===== config.mk =====
export PLATFORM = sky130hd
export DESIGN_NAME = seq_key_lock
export DESIGN_NICKNAME = d
export VERILOG_FILES = /design/src/rtl/seq_key_lock.sv
export SDC_FILE = /design/constraint.sdc
export NUM_CORES = 1
export LEC_CHECK = 0
export CAP_MARGIN = 20
export CORE_MARGIN = 10
export CORE_UTILIZATION = 52
export DETAILED_ROUTE_END_ITERATION = 8
export MAX_ROUTING_LAYER = met4
export PLACE_DENSITY = 0.82
export SYNTH_ARGS = -nofsm -noshare
export SYNTH_HDL_FRONTEND = slang
export SYNTH_SLANG_ARGS = --single-unit

===== constraint.sdc =====
create_clock -name clk -period 2.8 [get_ports clk]
set_input_delay 0.42 -clock clk [delete_from_list [all_inputs] [get_ports clk]]
set_output_delay 0.42 -clock clk [all_outputs]
set_load 0.03 [all_outputs]

===== src/rtl/seq_key_lock.sv =====
// seq_key_lock: an access-sequence lock for a bus window.
// Reads whose address nibbles follow the programmed KEY sequence unlock the block.
// A read of the RELOCK nibble, or IDLE_MAX cycles without an access, locks it again.
// Read data comes from an 8-bit LFSR. The data is inverted while the block is locked.
module seq_key_lock #(
   parameter int                        NIB_W    = 4,
   parameter int                        KEY_LEN  = 8,
   parameter logic [KEY_LEN*NIB_W-1:0]  KEY      = 32'h7E3C_5A19,
   parameter logic [NIB_W-1:0]          RELOCK   = 4'hF,
   parameter int                        DATA_W   = 2,
   parameter logic [7:0]                SEED     = 8'hA5,
   parameter int                        IDLE_MAX = 16
) (
   input  logic                               clk,
   input  logic                               rst,
   input  logic                               acc_stb,
   input  logic                               win_sel,
   input  logic                               rd_nwr,
   input  logic [NIB_W-1:0]                   addr,
   output logic [DATA_W-1:0]                  rd_data,
   output logic                               rd_oe,
   output logic                               unlocked,
   output logic [$clog2(KEY_LEN+1)-1:0]       key_idx
);

   localparam int KW = $clog2(KEY_LEN + 1);
   localparam int IW = $clog2(IDLE_MAX + 1);
   localparam logic [KW-1:0] KEY_LEN_K  = KW'(KEY_LEN);
   localparam logic [IW-1:0] IDLE_MAX_K = IW'(IDLE_MAX);

   typedef enum logic {LOCKED, UNLOCKED} state_t;

   state_t            state, state_nxt;
   logic [KW-1:0]     idx_nxt;
   logic [IW-1:0]     idle_cnt, idle_nxt, idle_inc;
   logic [7:0]        lfsr, lfsr_nxt;
   logic [NIB_W-1:0]  exp_nib;
   logic              qr, qw;

   assign qr       = acc_stb & win_sel & rd_nwr;
   assign qw       = acc_stb & win_sel & ~rd_nwr;
   assign idle_inc = idle_cnt + IW'(1);

   // Select the key element that the next qualified read must match.
   always_comb begin
      exp_nib = '0;
      for (int i = 0; i < KEY_LEN; i++) begin
         if (key_idx == KW'(i))
            exp_nib = KEY[i*NIB_W +: NIB_W];
      end
   end

   // State register: holds the lock state, match progress, idle counter and LFSR.
   always_ff @(posedge clk or posedge rst) begin
      if (rst) begin
         state    <= LOCKED;
         key_idx  <= '0;
         idle_cnt <= '0;
         lfsr     <= SEED;
      end else begin
         state    <= state_nxt;
         key_idx  <= idx_nxt;
         idle_cnt <= idle_nxt;
         lfsr     <= lfsr_nxt;
      end
   end

   // Next-state logic: sequence matching while locked, relock/timeout while unlocked.
   always_comb begin
      state_nxt = state;
      idx_nxt   = key_idx;
      idle_nxt  = idle_cnt;
      lfsr_nxt  = lfsr;
      if (qr)
         lfsr_nxt = {lfsr[6:0], lfsr[7] ^ lfsr[5] ^ lfsr[4] ^ lfsr[3]};
      case (state)
         LOCKED: begin
            idle_nxt = '0;
            if (qr) begin
               if (addr == exp_nib) begin
                  idx_nxt = key_idx + KW'(1);
                  if (idx_nxt == KEY_LEN_K)
                     state_nxt = UNLOCKED;
               end else begin
                  idx_nxt = (addr == KEY[NIB_W-1:0]) ? KW'(1) : '0;
               end
            end else if (qw) begin
               idx_nxt = '0;
            end
         end
         UNLOCKED: begin
            if (qr && (addr == RELOCK)) begin
               state_nxt = LOCKED;
               idx_nxt   = '0;
               idle_nxt  = '0;
            end else if (qr || qw) begin
               idle_nxt = '0;
            end else if (idle_inc == IDLE_MAX_K) begin
               state_nxt = LOCKED;
               idx_nxt   = '0;
               idle_nxt  = '0;
            end else begin
               idle_nxt = idle_inc;
            end
         end
         default: begin
            state_nxt = LOCKED;
            idx_nxt   = '0;
            idle_nxt  = '0;
         end
      endcase
   end

   // Output logic: status flag, LFSR-derived read data, and the tristate enable.
   always_comb begin
      unlocked = (state == UNLOCKED);
      rd_data  = (state == UNLOCKED) ? lfsr[DATA_W-1:0] : ~lfsr[DATA_W-1:0];
      rd_oe    = win_sel & rd_nwr;
   end

endmodule


=== Word-level counts from Yosys, hierarchy flattened ===
Index checks and enable logic that the tools add are counted.

* Bits in registers: 18
* Bits of input ports: 9
* Output and inout bits: 8
* Logic and storage cells: 63

* Add/sub/neg operators: 2
* Equality and inequality tests: 15
* Multiplexer cells: 28
* Bitwise gates (word level): 10
* Reduce and logical (&&, ||, !) cells: 4

{| class="wikitable"
|+ Operator list
! kind !! count
|-
| $mux 4 || 14
|-
| $eq 4x3->1 const B || 4
|-
| $mux 5 || 3
|-
| $eq 4x4->1 const B || 3
|-
| $pmux 5 s2 || 1
|-
| $eq 4x2->1 const B || 2
|-
| $pmux 4 s2 || 1
|-
| $mux 1 || 7
|-
| $ne 3x3->1 const B || 2
|-
| $add 5x1->5 const B || 1
|-
| $eq 5x5->1 const B || 1
|-
| $add 4x1->4 const B || 1
|-
| $and 1x1->1 || 4
|-
| $eq 4x1->1 const B || 1
|-
| $eq 4x4->1 || 1
|-
| $logic_not 4->1 || 1
|-
| $ne 3x1->1 const B || 1
|-
| $reduce_and 3->1 || 1
|-
| $xor 1x1->1 || 3
|-
| $mux 2 || 1
|-
| $not 1->1 || 2
|-
| $not 2->2 || 1
|-
| $pmux 1 s2 || 1
|-
| $logic_and 1x1->1 || 1
|-
| $logic_or 1x1->1 || 1
|}

=== Longest topological paths before layout ===
* Depth after elaboration: 13
* Gate-level depth with buffers: 8
* Depth with buffers taken out: 8

=== Worst setup path after synthesis ===
OpenSTA, ideal clock, no wires.

* Path type: reg-to-reg
* Start: reg key_idx[1]
* End: reg state (netlist: unlocked)
* Library setup time: 0.077 ns
* Arrival time: 2.235 ns
* Required time: 2.723 ns
* Slack: 0.488 ns
* Cell stages (with the launch flop): 9
* Path buffers: 0
* Clock period less this slack: 2.312 ns
* Path through: dfrtp_1 inv_1 ha_1 nand2b_1 a311oi_1 xnor2_1 nand4_1 or4_1 o21ai_1

* Longest elaborated chain between the ends: 13
* Elaborated cells between the ends (all ways): 23
* Classes of those cells: add/sub: 1; eq/ne: 9; mux: 12; reduce/logical: 1

{| class="wikitable"
|+ Ends and longest elaborated chain
! item !! RTL line !! RTL
|-
| from (decl) || 23 || <nowiki>output logic [$clog2(KEY_LEN+1)-1:0] key_idx</nowiki>
|-
| from (signal assigned) || 62 || <nowiki>key_idx <= idx_nxt;</nowiki>
|-
| $logic_not 4->1 || 48 || <nowiki>if (key_idx == KW'(i))</nowiki>
|-
| $mux 4 (8 in series) || 48 ||
|-
| $eq 4x4->1 || 80 || <nowiki>if (addr == exp_nib) begin</nowiki>
|-
| $mux 1 * || 80 ||
|-
| $mux 1 * || 79 || <nowiki>if (qr) begin</nowiki>
|-
| $pmux 1 s2 * || 76 || <nowiki>case (state)</nowiki>
|-
| via state_nxt || 33 || <nowiki>state_t state, state_nxt;</nowiki>
|-
| to (signal assigned) || 61 || <nowiki>state <= state_nxt;</nowiki>
|-
| to (decl) || 33 ||
|}

Mark *: on every way through the listed nets, which the timed path passes. The rest lies on a longest branch.
A chain may end at the register's enable or synchronous reset.

=== Worst setup path in the final report ===
* Start: reg key_idx[0]
* End: reg state (netlist: unlocked)

The elaborated chain is that of the path after synthesis.

==> flow_summary.ini <==
[route]
wl_um = 2020
vias = 816
drc = 0
first_pass_iters = 4
wl_per_cell_um = 13.5
vias_per_cell = 5.44
final_antenna_net_count = 0
initialDrtViolationCount = 49

[finish]
layout-drive-gt1-share = 0.122
area_growth_syn_to_layout_pct = 20.2
diodes = 0
fin_util = 0.651
final_cells = 150
layout.nets = 138

[sta]
max_slew_margin = 0.564
tns_ns = 0
fmax_mhz = 417
hold_viol = 0
report.final.slew_viol_count = 0
setup-violations-final = 0
worst_slew_pin_slew_ns = 0.654
period_needed_ns = 2.40
fin_crit_sh = 0.856
rsz0062_at_grt = false
skew_ns = 0.00763

[logic_synthesis]
ys_seq_elements = 18
netlist_area_sq_um = 1050
synth_nets = 119
synth-warning-count = 0
ys_async_sr_fraction = 1.00
synth_cells = 105
synth-edff-count = 0
yosysUniqueCellTypes = 36
synth_top_area_frac = 0.333
synth_area_leaders = dfrtp_1, dfstp_2, xnor2_1
ys.flop_type = dfrtp_1
yosys.area.top_type = dfrtp_1
synth_seq_area_share = 0.433
post_synth.cell_area_avg_sq_um = 10.0

[placed_design]
placedCellCount = 146
io_buffers = 16
place_congestion = 0.746
place_hpwl_um = 1580

[global_routing]
track_usage = 0.105
grt_pass1_vias = 776
grt_pass1_wl_um = 3460
grt_max_degree = 19
overflow = 0
antenna_found_initial = 0

[power_and_ir_drop]
p_leak_nw = 0.515
power_density_nw_per_um2 = 486
ir_worst_vdd_v = 0.000381

[clocking]
worstSkewPairLatency_ns = 0.29
cts_sinks = 18
root_buffer = clkbuf_4
cts_setup_buffers = 0
htreeDepth = 1
cts_resized = 0
cts_buffer_depth = 2
cts_hold_buf = 0
clkTransAtPathRegs_ns = 0.10
numCtsBuffers = 3
cts_tree = done

[critical_path]
worstSetupPathType = flop to flop
rr_worst_depth = 7
worstSetupEndpointType = flop
critPathBufInv = 1
worst_ep_arrival_time_ns = 2.62
cp_slowest_cell = or4_1
worstSetupPathDepth = 7
crit_fanout = 8
critPathLaunchType = flop
crit_chain = ha_1, inv_1, a221oi_1, xnor2_1, nand4_1, or4_1, o21ai_1
path_delay_family = simple AND/OR/NAND/NOR gates
required_ns = 3.03
max_stage_delay_ns = 0.55

[run_status]
outcome = complete, no violations

[min_path]
holdPathStages = 2
hp-class = flop to flop

[run]
drv_cap = 0

[floorplan]
rows = 16
core_sq_um = 1940
die-area_sq_um = 4220
num_io_pins = 17
dieWidth_um = 65.0
die_y_um = 65.0
initial_core_util = 0.542
synth_stat cells (2+ instances only):
cell and instances:
nor3_1 3, mux2_2 7, nand4_1 2, o21ai_0 2, a22o_1 2, dfstp_2 4, inv_1 5, a21oi_1 3
nand3_1 5, nand2_1 9, nor2_1 7, xor2_1 2, xnor2_1 11, and3_1 2, nand2b_1 3, dfrtp_1 14
ha_1 5
path summary, 6_finish.rpt:
| check | start | slack, ns | end |
|---|---|---|---|
| min reg2reg | lfsr[0]$_DFFE_PP1P_ | 0.50 | lfsr[0]$_DFFE_PP1P_ |
| max in group asynchronous | rst | 1.87 | key_idx[3]$_DFFE_PP0P_ |
| max | key_idx[0]$_DFFE_PP0P_ | 0.40 | unlocked$_DFF_PP0_ |
| min | lfsr[0]$_DFFE_PP1P_ | 0.50 | lfsr[0]$_DFFE_PP1P_ |
| max reg2reg | key_idx[0]$_DFFE_PP0P_ | 0.40 | unlocked$_DFF_PP0_ |
| min in group asynchronous | rst | 0.51 | idle_cnt[4]$_DFF_PP0_ |
layout make-up:
| class | instances | area, sq um |
|---|---|---|
| Clock buffer | 4 | 26.3 |
| Fill cell | 177 | 677 |
| Timing Repair Buffer | 17 | 168 |
| Tap cell | 27 | 33.8 |
| Multi-Input combinational cell | 79 | 563 |
| Sequential cell | 18 | 455 |
| Inverter | 5 | 18.8 |
flip-flops by register name, indices dropped and copies added, names as in the netlist:
register and cells:
idle_cnt 5, key_idx 4, lfsr 8, unlocked 1
routing by layer:
layer,routed length [um],track usage,vias to the layer above,share of wire
met5,0,-,-,0
met4,23,0.0401,0,0.011
met1,871,0.114,387,0.43
met2,1040,0.170,16,0.52
met3,82,0.0378,5,0.041
li1,-,-,408,-
cells by family after synthesis:
group,Yosys count,synth area share
simple gates,36,0.169
compound gates,18,0.124
flops,18,0.433
xor+xnor,13,0.108
buf+inv,8,0.0321
mux,7,0.0749
fa+ha+maj,5,0.0595
layout by cell type, fill, tap and decap left out, types with 2 or more instances in the layout:
cell type,count
o21ai_0,2
dfstp_2,4
clkbuf_4,3
nand2_1,9
xnor2_1,11
nand4_1,2
clkdlybuf4s50_1,16
nor2_1,7
xor2_1,2
inv_1,5
nand3_1,5
nor3_1,3
ha_1,5
nand2b_1,3
and3_1,2
a21oi_1,3
dfrtp_1,14
a22o_1,2
mux2_2,7
worst min-delay path, stage by stage (launching register included):
cell and delay, ns:
dfstp_2 0.39, nand2_1 0.05, o21ai_0 0.06
through the flow:
step	worst slack (ns)	instance area, sq um	hold slack, ns	power (W)
6_report	0.403	1260	0.498	0.000615
5_1_grt	0.187	1260	0.550	0.000650
4_1_cts	0.384	1260	0.503	0.000624
3_5_place_dp	0.432	1240	0.490	0.000492
3_3_place_gp	0.500	1240	0.482	0.000488
2_1_floorplan	0.488	1050	0.356	0.000433
power by group:
part / total (W) / internal (W) / switching (W) / leakage [nW]
Combinational: 0.000158 / 0.0000843 / 0.0000736 / 0.264
Sequential: 0.000326 / 0.000301 / 0.0000250 / 0.236
Clock: 0.000131 / 0.0000554 / 0.0000756 / 0.0150
Total: 0.000615 / 0.000441 / 0.000174 / 0.515
Note: power is estimated with default switching activity, not from simulation.
